[src/rtl/sum_stream_if.sv]
// sum_stream_if: input beat stream and output frame-result port of sum_stream.
// The design side uses the slave modport; the producer/consumer side uses master.
interface sum_stream_if #(
    parameter int L        = 4,
    parameter int DW       = 16,
    parameter int MAXBEATS = 16
);
    localparam int OW = DW + $clog2(L) + $clog2(MAXBEATS);
    localparam int CW = $clog2(MAXBEATS + 1);

    logic              in_valid;
    logic              in_ready;
    logic [L*DW-1:0]   in_data;
    logic              in_last;
    logic              out_valid;
    logic              out_ready;
    logic [OW-1:0]     out_sum;
    logic [CW-1:0]     out_beats;
    logic              out_ovf;

    modport master (
        output in_valid, in_data, in_last, out_ready,
        input  in_ready, out_valid, out_sum, out_beats, out_ovf
    );

    modport slave (
        input  in_valid, in_data, in_last, out_ready,
        output in_ready, out_valid, out_sum, out_beats, out_ovf
    );
endinterface

[src/rtl/sum_stream.sv]
// sum_stream: frame-based streaming sum reducer.
// Stage S1 adds the L lanes of an accepted beat; the accumulator stage adds
// beat sums until the last beat of a frame, then loads a one-deep output
// register holding the frame total, beat count and overflow flag.
module sum_stream #(
    parameter int L        = 4,
    parameter int DW       = 16,
    parameter int MAXBEATS = 16,
    parameter int SIGNED   = 0
) (
    input  logic         clk,
    input  logic         nreset,
    sum_stream_if.slave  bus
);
    localparam int OW = DW + $clog2(L) + $clog2(MAXBEATS);
    localparam int CW = $clog2(MAXBEATS + 1);
    localparam logic [CW-1:0] CNT_MAX = CW'(MAXBEATS);

    typedef enum logic {
        IDLE = 1'b0,
        ACC  = 1'b1
    } frame_state_e;

    // S1 pipeline register
    logic          s1_valid_q, s1_valid_d;
    logic          s1_last_q,  s1_last_d;
    logic [OW-1:0] s1_sum_q,   s1_sum_d;

    // accumulator stage
    frame_state_e  state_q, state_d;
    logic [OW-1:0] acc_q, acc_d;
    logic [CW-1:0] cnt_q, cnt_d;
    logic          ovf_q, ovf_d;

    // output register
    logic          out_valid_q, out_valid_d;
    logic [OW-1:0] out_sum_q,   out_sum_d;
    logic [CW-1:0] out_beats_q, out_beats_d;
    logic          out_ovf_q,   out_ovf_d;

    // combinational helpers
    logic          adv;
    logic [OW-1:0] lane_sum;
    logic [DW-1:0] lane;
    logic [OW-1:0] acc_base;
    logic [OW-1:0] sum_next;
    logic          cnt_sat;
    logic [CW-1:0] cnt_upd;
    logic          ovf_upd;

    // The only stall: S1 holds a last beat that cannot move into a full, untaken output register.
    assign adv          = ~(s1_valid_q & s1_last_q & out_valid_q & ~bus.out_ready);
    assign bus.in_ready = adv & nreset;

    assign bus.out_valid = out_valid_q;
    assign bus.out_sum   = out_sum_q;
    assign bus.out_beats = out_beats_q;
    assign bus.out_ovf   = out_ovf_q;

    // Sum the incoming lanes, each widened to OW bits with zero or sign extension.
    always_comb begin
        lane_sum = '0;
        lane     = '0;
        for (int i = 0; i < L; i++) begin
            lane = bus.in_data[i*DW +: DW];
            if (SIGNED != 0) begin
                lane_sum = lane_sum + OW'($signed(lane));
            end else begin
                lane_sum = lane_sum + OW'(lane);
            end
        end
    end

    // S1 next state: load a new beat (or a bubble) whenever the pipe advances.
    always_comb begin
        s1_valid_d = s1_valid_q;
        s1_last_d  = s1_last_q;
        s1_sum_d   = s1_sum_q;
        if (adv) begin
            s1_valid_d = bus.in_valid;
            s1_last_d  = bus.in_valid & bus.in_last;
            if (bus.in_valid) begin
                s1_sum_d = lane_sum;
            end
        end
    end

    // Accumulator frame FSM and output register next state.
    always_comb begin
        state_d     = state_q;
        acc_d       = acc_q;
        cnt_d       = cnt_q;
        ovf_d       = ovf_q;
        out_valid_d = out_valid_q;
        out_sum_d   = out_sum_q;
        out_beats_d = out_beats_q;
        out_ovf_d   = out_ovf_q;

        acc_base = (state_q == ACC) ? acc_q : '0;
        sum_next = acc_base + s1_sum_q;
        cnt_sat  = (cnt_q == CNT_MAX);
        cnt_upd  = cnt_sat ? cnt_q : cnt_q + CW'(1);
        ovf_upd  = ovf_q | cnt_sat;

        if (out_valid_q & bus.out_ready) begin
            out_valid_d = 1'b0;
        end

        if (adv & s1_valid_q) begin
            if (!s1_last_q) begin
                acc_d   = sum_next;
                cnt_d   = cnt_upd;
                ovf_d   = ovf_upd;
                state_d = ACC;
            end else begin
                out_sum_d   = sum_next;
                out_beats_d = cnt_upd;
                out_ovf_d   = ovf_upd;
                out_valid_d = 1'b1;
                acc_d       = '0;
                cnt_d       = '0;
                ovf_d       = 1'b0;
                state_d     = IDLE;
            end
        end
    end

    // All state registers; reset discards S1, the partial frame and any pending result.
    always_ff @(posedge clk or negedge nreset) begin
        if (!nreset) begin
            s1_valid_q  <= 1'b0;
            s1_last_q   <= 1'b0;
            s1_sum_q    <= '0;
            state_q     <= IDLE;
            acc_q       <= '0;
            cnt_q       <= '0;
            ovf_q       <= 1'b0;
            out_valid_q <= 1'b0;
            out_sum_q   <= '0;
            out_beats_q <= '0;
            out_ovf_q   <= 1'b0;
        end else begin
            s1_valid_q  <= s1_valid_d;
            s1_last_q   <= s1_last_d;
            s1_sum_q    <= s1_sum_d;
            state_q     <= state_d;
            acc_q       <= acc_d;
            cnt_q       <= cnt_d;
            ovf_q       <= ovf_d;
            out_valid_q <= out_valid_d;
            out_sum_q   <= out_sum_d;
            out_beats_q <= out_beats_d;
            out_ovf_q   <= out_ovf_d;
        end
    end
endmodule

[src/flat_wrapper.sv]
// flat-port wrapper written by rule: the top's interface ports become plain ports
module sum_stream_flat 
#(
    parameter int L        = 4,
    parameter int DW       = 16,
    parameter int MAXBEATS = 16,
    parameter int SIGNED   = 0
)
  (clk, nreset, bus_in_valid, bus_in_data, bus_in_last, bus_out_ready, bus_in_ready, bus_out_valid, bus_out_sum, bus_out_beats, bus_out_ovf);
  sum_stream_if #(.L(L), .DW(DW), .MAXBEATS(MAXBEATS)) bus_i ();
  input  logic clk;
  input  logic nreset;
  input wire logic [$bits(bus_i.in_valid)-1:0] bus_in_valid;
  input wire logic [$bits(bus_i.in_data)-1:0] bus_in_data;
  input wire logic [$bits(bus_i.in_last)-1:0] bus_in_last;
  input wire logic [$bits(bus_i.out_ready)-1:0] bus_out_ready;
  output wire logic [$bits(bus_i.in_ready)-1:0] bus_in_ready;
  output wire logic [$bits(bus_i.out_valid)-1:0] bus_out_valid;
  output wire logic [$bits(bus_i.out_sum)-1:0] bus_out_sum;
  output wire logic [$bits(bus_i.out_beats)-1:0] bus_out_beats;
  output wire logic [$bits(bus_i.out_ovf)-1:0] bus_out_ovf;
  assign bus_i.in_valid = bus_in_valid;
  assign bus_i.in_data = bus_in_data;
  assign bus_i.in_last = bus_in_last;
  assign bus_i.out_ready = bus_out_ready;
  assign bus_in_ready = bus_i.in_ready;
  assign bus_out_valid = bus_i.out_valid;
  assign bus_out_sum = bus_i.out_sum;
  assign bus_out_beats = bus_i.out_beats;
  assign bus_out_ovf = bus_i.out_ovf;
  sum_stream #(.L(L), .DW(DW), .MAXBEATS(MAXBEATS), .SIGNED(SIGNED)) u_core (.clk(clk), .nreset(nreset), .bus(bus_i));
endmodule
[config.mk]
export PLATFORM = sky130hd
export DESIGN_NAME = sum_stream_flat
export DESIGN_NICKNAME = d
export VERILOG_FILES = /design/src/rtl/sum_stream_if.sv /design/src/rtl/sum_stream.sv /design/src/flat_wrapper.sv
export SDC_FILE = /design/constraint.sdc
export NUM_CORES = 1
export LEC_CHECK = 0
export BUFFER_PORTS_ARGS = -buffer_cell sky130_fd_sc_hd__buf_4
export CORE_MARGIN = 2
export CORE_UTILIZATION = 50
export DETAILED_ROUTE_END_ITERATION = 8
export PLACE_DENSITY_LB_ADDON = 0.08
export SETUP_SLACK_MARGIN = 0.05
export SLEW_MARGIN = 10
export SYNTH_ARGS = -nofsm -noshare
export SYNTH_HDL_FRONTEND = slang
export SYNTH_SLANG_ARGS = --single-unit
[constraint.sdc]
create_clock -name clk -period 8.8 [get_ports clk]
set_input_delay 2.64 -clock clk [delete_from_list [all_inputs] [get_ports clk]]
set_output_delay 2.64 -clock clk [all_outputs]
set_load 0.01 [all_outputs]
Word-level counts from Yosys, hierarchy flattened --
Cells that the tools add are included.
Operators by class: equality and inequality tests 1, reductions and logical operators 2, bitwise gates (word level) 10, multiplexer cells 9, order comparisons 0, add/sub/neg operators 5, shift-type cells 0, $mul 0, div/mod/pow operators 0
Operator list (number):
- adder 22 x 16 -> 22 bit | 2
- two-way mux 22 bit | 2
- adder 22 bit | 1
- adder 16 x 16 -> 17 bit | 1
- two-way mux 5 bit | 2
- AND 1 bit | 7
- adder 5 x 1 -> 5 bit, second input constant | 1
- equality test 5 bit, second input constant | 1
- two-way mux 1 bit | 5
- AND reduction 2 bit | 2
- inverter 1 bit | 2
- bitwise OR 1 bit | 1
Word-level totals: bits in read-only memories 0, word-level logic and storage cells 38, memories 0, bits in latches 0, RAM bits 0, register bits after elaboration 82, output and inout port bits 30

Depth between registers and ports, before layout --
word-level depth 6, gate-level depth with buffers 19

Least setup slack after synthesis --
OpenSTA, ideal clock, no wires.
path type input to register, start input port bus_in_data[0], end register u_core.s1_sum_q[17], arrival time 5945 ps, slack 2727 ps, cell stages on the path 17, path buffers 0, required time 8672 ps, cells stage by stage ha_1 > inv_1 > fa_1 > nor2b_1 > o21a_1 > o21a_1 > o21ai_0 > a21oi_1 > xnor2_1 > fa_1 > inv_1 > ha_1 > a2111oi_0 > a22oi_1 > a41o_1 > a221oi_1 > o21ai_1
Between the ends: cells in the longest elaborated chain, start to end 3
Ends and longest elaborated chain:
- start: declaration | line flat_wrapper.sv:14 | input wire logic [$bits(bus_i.in_data)-1:0] bus_in_data;
- adder 16 x 16 -> 17 bit | line sum_stream.sv:69 | lane_sum = lane_sum + OW'(lane);
- adder 22 x 16 -> 22 bit (2 in a row) | line sum_stream.sv:69
- end signal: assignment | line sum_stream.sv:145 | s1_sum_q <= s1_sum_d;
- end: declaration | line sum_stream.sv:27 | logic [OW-1:0] s1_sum_q, s1_sum_d;
Every way passes these cells. A chain may end at the register's enable or synchronous reset.

Final worst setup path --
start input port bus_out_ready, end output port bus_in_ready
Between the ends: cells in the longest elaborated chain, start to end 4
Ends and longest elaborated chain:
- start: declaration | line flat_wrapper.sv:16 | input wire logic [$bits(bus_i.out_ready)-1:0] bus_out_ready;
- inverter 1 bit | line sum_stream.sv:52 | assign adv = ~(s1_valid_q & s1_last_q & out_valid_q & ~bus.out_ready);
- AND 1 bit | line sum_stream.sv:52
- inverter 1 bit | line sum_stream.sv:52
- AND 1 bit | line sum_stream.sv:53 | assign bus.in_ready = adv & nreset;
- end: declaration | line flat_wrapper.sv:17 | output wire logic [$bits(bus_i.in_ready)-1:0] bus_in_ready;
Every way passes these cells.

==> results summary <==
The run finished with clean final reports. In the post-synthesis netlist, the biggest area contributors are sky130_fd_sc_hd__dfrtp_1 31%, sky130_fd_sc_hd__ha_1 10%, sky130_fd_sc_hd__fa_1 6.0%, sky130_fd_sc_hd__nand2_1 5.3%, sky130_fd_sc_hd__o21ai_0 5.2%. The number of global-route vias before repair came out at 5,143. The initial standard-cell utilization of the core came out at 50.7%. The quantity of hold-fixing buffers added after cts came out at 0. The fmax came out at 159 MHz.

Setup repair after global routing left no endpoint under its margin. The data required time of the critical path is 6.16 ns. The proportion of register bits with asynchronous set or reset after synthesis came out at 100%. Each instance of the synthesized netlist takes up on average 8.57 um^2. The average routed wire per standard cell came out at 14.1 um. The buffers plus inverters on the worst setup path is 2. The cell family contributing the most delay on the critical path is simple AND/OR/NAND/NOR gates. TritonCTS built the clock tree. The max-capacitance violation count came out at 0. The count of buffers added on input and output ports is 98.

The core region is 12,500 um^2. The hold violation count in the final report is 0. The area growth from synthesis to layout is 18.4%. For the pin with the worst max-slew slack, the measured transition is 1.14 ns. Counting along the longest clock path gives a buffer depth of 2. The largest single stage delay on the critical path is 0.27 ns. The min-delay analysis places its worst path in the category reg -> reg. Setup violations remaining at the end of the flow were counted as 0.

The first-pass iteration count of the detailed router is 5. The data arrival time of the critical path is 3.64 ns. Traced cell by cell, the critical path runs through buf_4, nor2b_1, nand3_1, and2_1, buf_4. After synthesis the cells add up to 6350 um^2. In this run the number of H-tree levels came out at 3. In this run the critical register-to-register path is launched from u_core.state_q. The full die area came out at 13,600 um^2. The count of pins over their slew limit was 0. The worst clock skew on the final layout is 0.00840 ns. The number of warnings reported in the yosys synthesis log is 0.

For this run, the leading register cell type out of synthesis is sky130_fd_sc_hd__dfrtp_1. The number of unique standard cell types used by synthesis is 67. Using the TritonRoute via totals, the vias-per-cell ratio works out to 5.49. The leakage power is 3.69 nW. The total congestion overflow came out at 0. The total of cells resized after clock tree synthesis came out at 0. The number of sinks driven by the clock tree is 78. The worst hold slack after final layout came out at 0.463 ns.

The critical path's slowest cell is sky130_fd_sc_hd__and2_1. The accumulated negative setup slack came out at 0 ns. The gate count after technology mapping is 741. The floorplan die width came out at 117 um.

The vertical die dimension is 117 um. The critical path is of the in -> out type. The number of core rows came out at 41.

The total power divided by cell area came out at 296 nW/um^2. The number of nets in the synthesized netlist is 881. The number of top-level design ports came out at 99.

In the routed design, unresolved DRC markers number 0. Cells with a size suffix above 1 make up 16.5% of the layout. The number of synthesized register bits came out at 78.

The number of antenna diodes in the final layout is 0. The residual antenna-violating net count after detailed routing came out at 0. Tracing the worst setup path back leads to its startpoint at bus_out_ready. The post-CTS setup buffer count came out at 0. The clock transition at the register clock pins on the worst setup and hold paths after CTS came out at 0.06 ns. The number of nets in the final layout came out at 967. The fraction of post-synthesis cell area in the top cell type by area came out at 30.7%. The worst setup path is captured at a primary output. The estimated wirelength of the detail-placed design came out at 10,900 um. The overall via count from detail_route came out at 5,508. The cell sitting at the root of the clock tree is a sky130_fd_sc_hd__clkbuf_16. Entering global routing, the biggest net connects 48 pins. The sequential area share after synthesis is 30.7%. The clock latency reported for the late side of the worst-skew pair is 0.34 ns. The most common cell after layout, fill and taps aside is sky130_fd_sc_hd__buf_4. The synthesized design contains 0 enable-type register cells.

STA classifies the critical path startpoint as a primary input. The final period utilization is 71.4%. The number of violations reported at the end of detailed-routing iteration 0 came out at 341. The worst supply voltage drop on vdd came out at 113 uV. The startpoint identified for the worst hold timing path is u_core.acc_q[0].

sky130_fd_sc_hd__dfrtp_1 takes more of the synthesized area than any other cell. The maximum fanout count along the critical path is 6. The library cells used most frequently in the layout, excluding fill and tap cells, are 102 x sky130_fd_sc_hd__buf_4, 90 x sky130_fd_sc_hd__nand2_1, 78 x sky130_fd_sc_hd__dfrtp_1, 71 x sky130_fd_sc_hd__inv_1, 66 x sky130_fd_sc_hd__o21ai_0. The number of buffers inserted during clock tree synthesis is 9. In the global route stage, overall resource usage came out at 21.2%. In this design, the critical path's most frequently occurring cell is sky130_fd_sc_hd__buf_4.

The global-route wire length before repair is 23,300 um. The weighted congestion at the end of routability-driven global placement is 0.902. The initial antenna violation count came out at 0.

The post-layout minimum cycle time is 6.28 ns. The sum of routed wire length over all layers is 14,200 um. The normalized max-slew margin came out at 22.9%.

The count of fill cells added during filler insertion came out at 1,175.
cells by family (layout without fill, tap and decap cells):
family	after synthesis	in the layout	share of synthesized area [%]
AOI/OAI and AO/OA	213	213	21.8
xor gates and xnor gates	38	38	5.24
adders and majority gates	71	71	16.2
buffers and inverters	98	189	6.05
DFF	78	78	30.7
muxes	12	12	2.13
and+or+nand+nor	231	231	17.9
worst paths after layout:
kind | end | slack [ns] | cells after the start
max in group asynchronous | u_core.cnt_q[2] | 5.65 | 2
worst min register to register | u_core.acc_q[0] | 0.46 | 2
worst max-delay path | bus_in_ready | 2.52 | 5
worst max register to register | u_core.acc_q[16] | 5.49 | 9
min in group asynchronous | u_core.cnt_q[4] | 2.23 | 1
worst min-delay path | u_core.acc_q[0] | 0.46 | 2
metrics by stage:
step	power, mW	utilization (%)	setup WS [ns]	area (um^2)	std cells
after floorplan	1.51	-	2.73	6350	741
after CTS	2.23	60.1	2.52	7520	1004
after global routing	2.42	60.1	2.40	7520	1004
after global placement	1.81	57.6	2.38	7210	988
after detailed placement	1.84	57.6	2.31	7210	988
final	2.22	60.1	2.52	7520	1004
synthesized netlist by cell type (18+ instances only):
cell / number
sky130_fd_sc_hd__inv_1: 71
sky130_fd_sc_hd__o21ai_0: 66
sky130_fd_sc_hd__nand2_1: 90
sky130_fd_sc_hd__ha_1: 52
sky130_fd_sc_hd__xnor2_1: 18
sky130_fd_sc_hd__nor2_1: 32
sky130_fd_sc_hd__nand3_1: 19
sky130_fd_sc_hd__a21oi_1: 37
sky130_fd_sc_hd__fa_1: 19
sky130_fd_sc_hd__xor2_1: 20
sky130_fd_sc_hd__clkbuf_1: 19
sky130_fd_sc_hd__and2_1: 26
sky130_fd_sc_hd__dfrtp_1: 78
final cells by class:
type | instances | area (um^2) | area share (%)
Sequential cell | 78 | 1950 | 26.0
Inverter | 71 | 267 | 3.54
Timing Repair Buffer | 102 | 766 | 10.2
Clock inverter | 6 | 68.8 | 0.915
Tap cell | 172 | 215 | 2.86
Multi-Input combinational cell | 565 | 4010 | 53.4
Clock buffer | 10 | 239 | 3.18
where the power goes:
part           switching, mW  total, mW  internal [mW]
Sequential             0.106      0.618          0.512
Combinational          0.666       1.23          0.561
Clock                  0.151      0.379          0.229
Total                  0.923       2.22           1.30
registers in the layout, indices dropped and copies added (netlist names):
register	count
u_core.ovf_q	1
u_core.s1_sum_q	18
u_core.s1_last_q	1
u_core.bus.out_ovf	1
u_core.bus.out_sum	22
u_core.bus.out_valid	1
u_core.bus.out_beats	5
u_core.cnt_q	5
u_core.s1_valid_q	1
u_core.acc_q	22
u_core.state_q	1
worst register-to-register path, cell delays in order, from the launching register on:
cell and delay, ns:
sky130_fd_sc_hd__dfrtp_1 0.69, sky130_fd_sc_hd__and2_1 0.30, sky130_fd_sc_hd__ha_1 0.22, sky130_fd_sc_hd__fa_1 0.45, sky130_fd_sc_hd__a211oi_1 0.37, sky130_fd_sc_hd__o21ai_1 0.23, sky130_fd_sc_hd__nand3_1 0.15, sky130_fd_sc_hd__a21oi_1 0.10
sky130_fd_sc_hd__or4_1 0.44, sky130_fd_sc_hd__a32o_1 0.26
per-layer routing:
| layer | global-route usage (%) | vias to the layer above | share of wire, % |
|---|---|---|---|
| li1 | - | 2789 | - |
| met2 | 35.7 | 161 | 47 |
| met4 | 7.29 | 0 | 1.9 |
| met5 | 0 | - | 0 |
| met3 | 3.68 | 19 | 4.9 |
| met1 | 27.7 | 2539 | 46 |
Power figures use the tool's default switching activity.
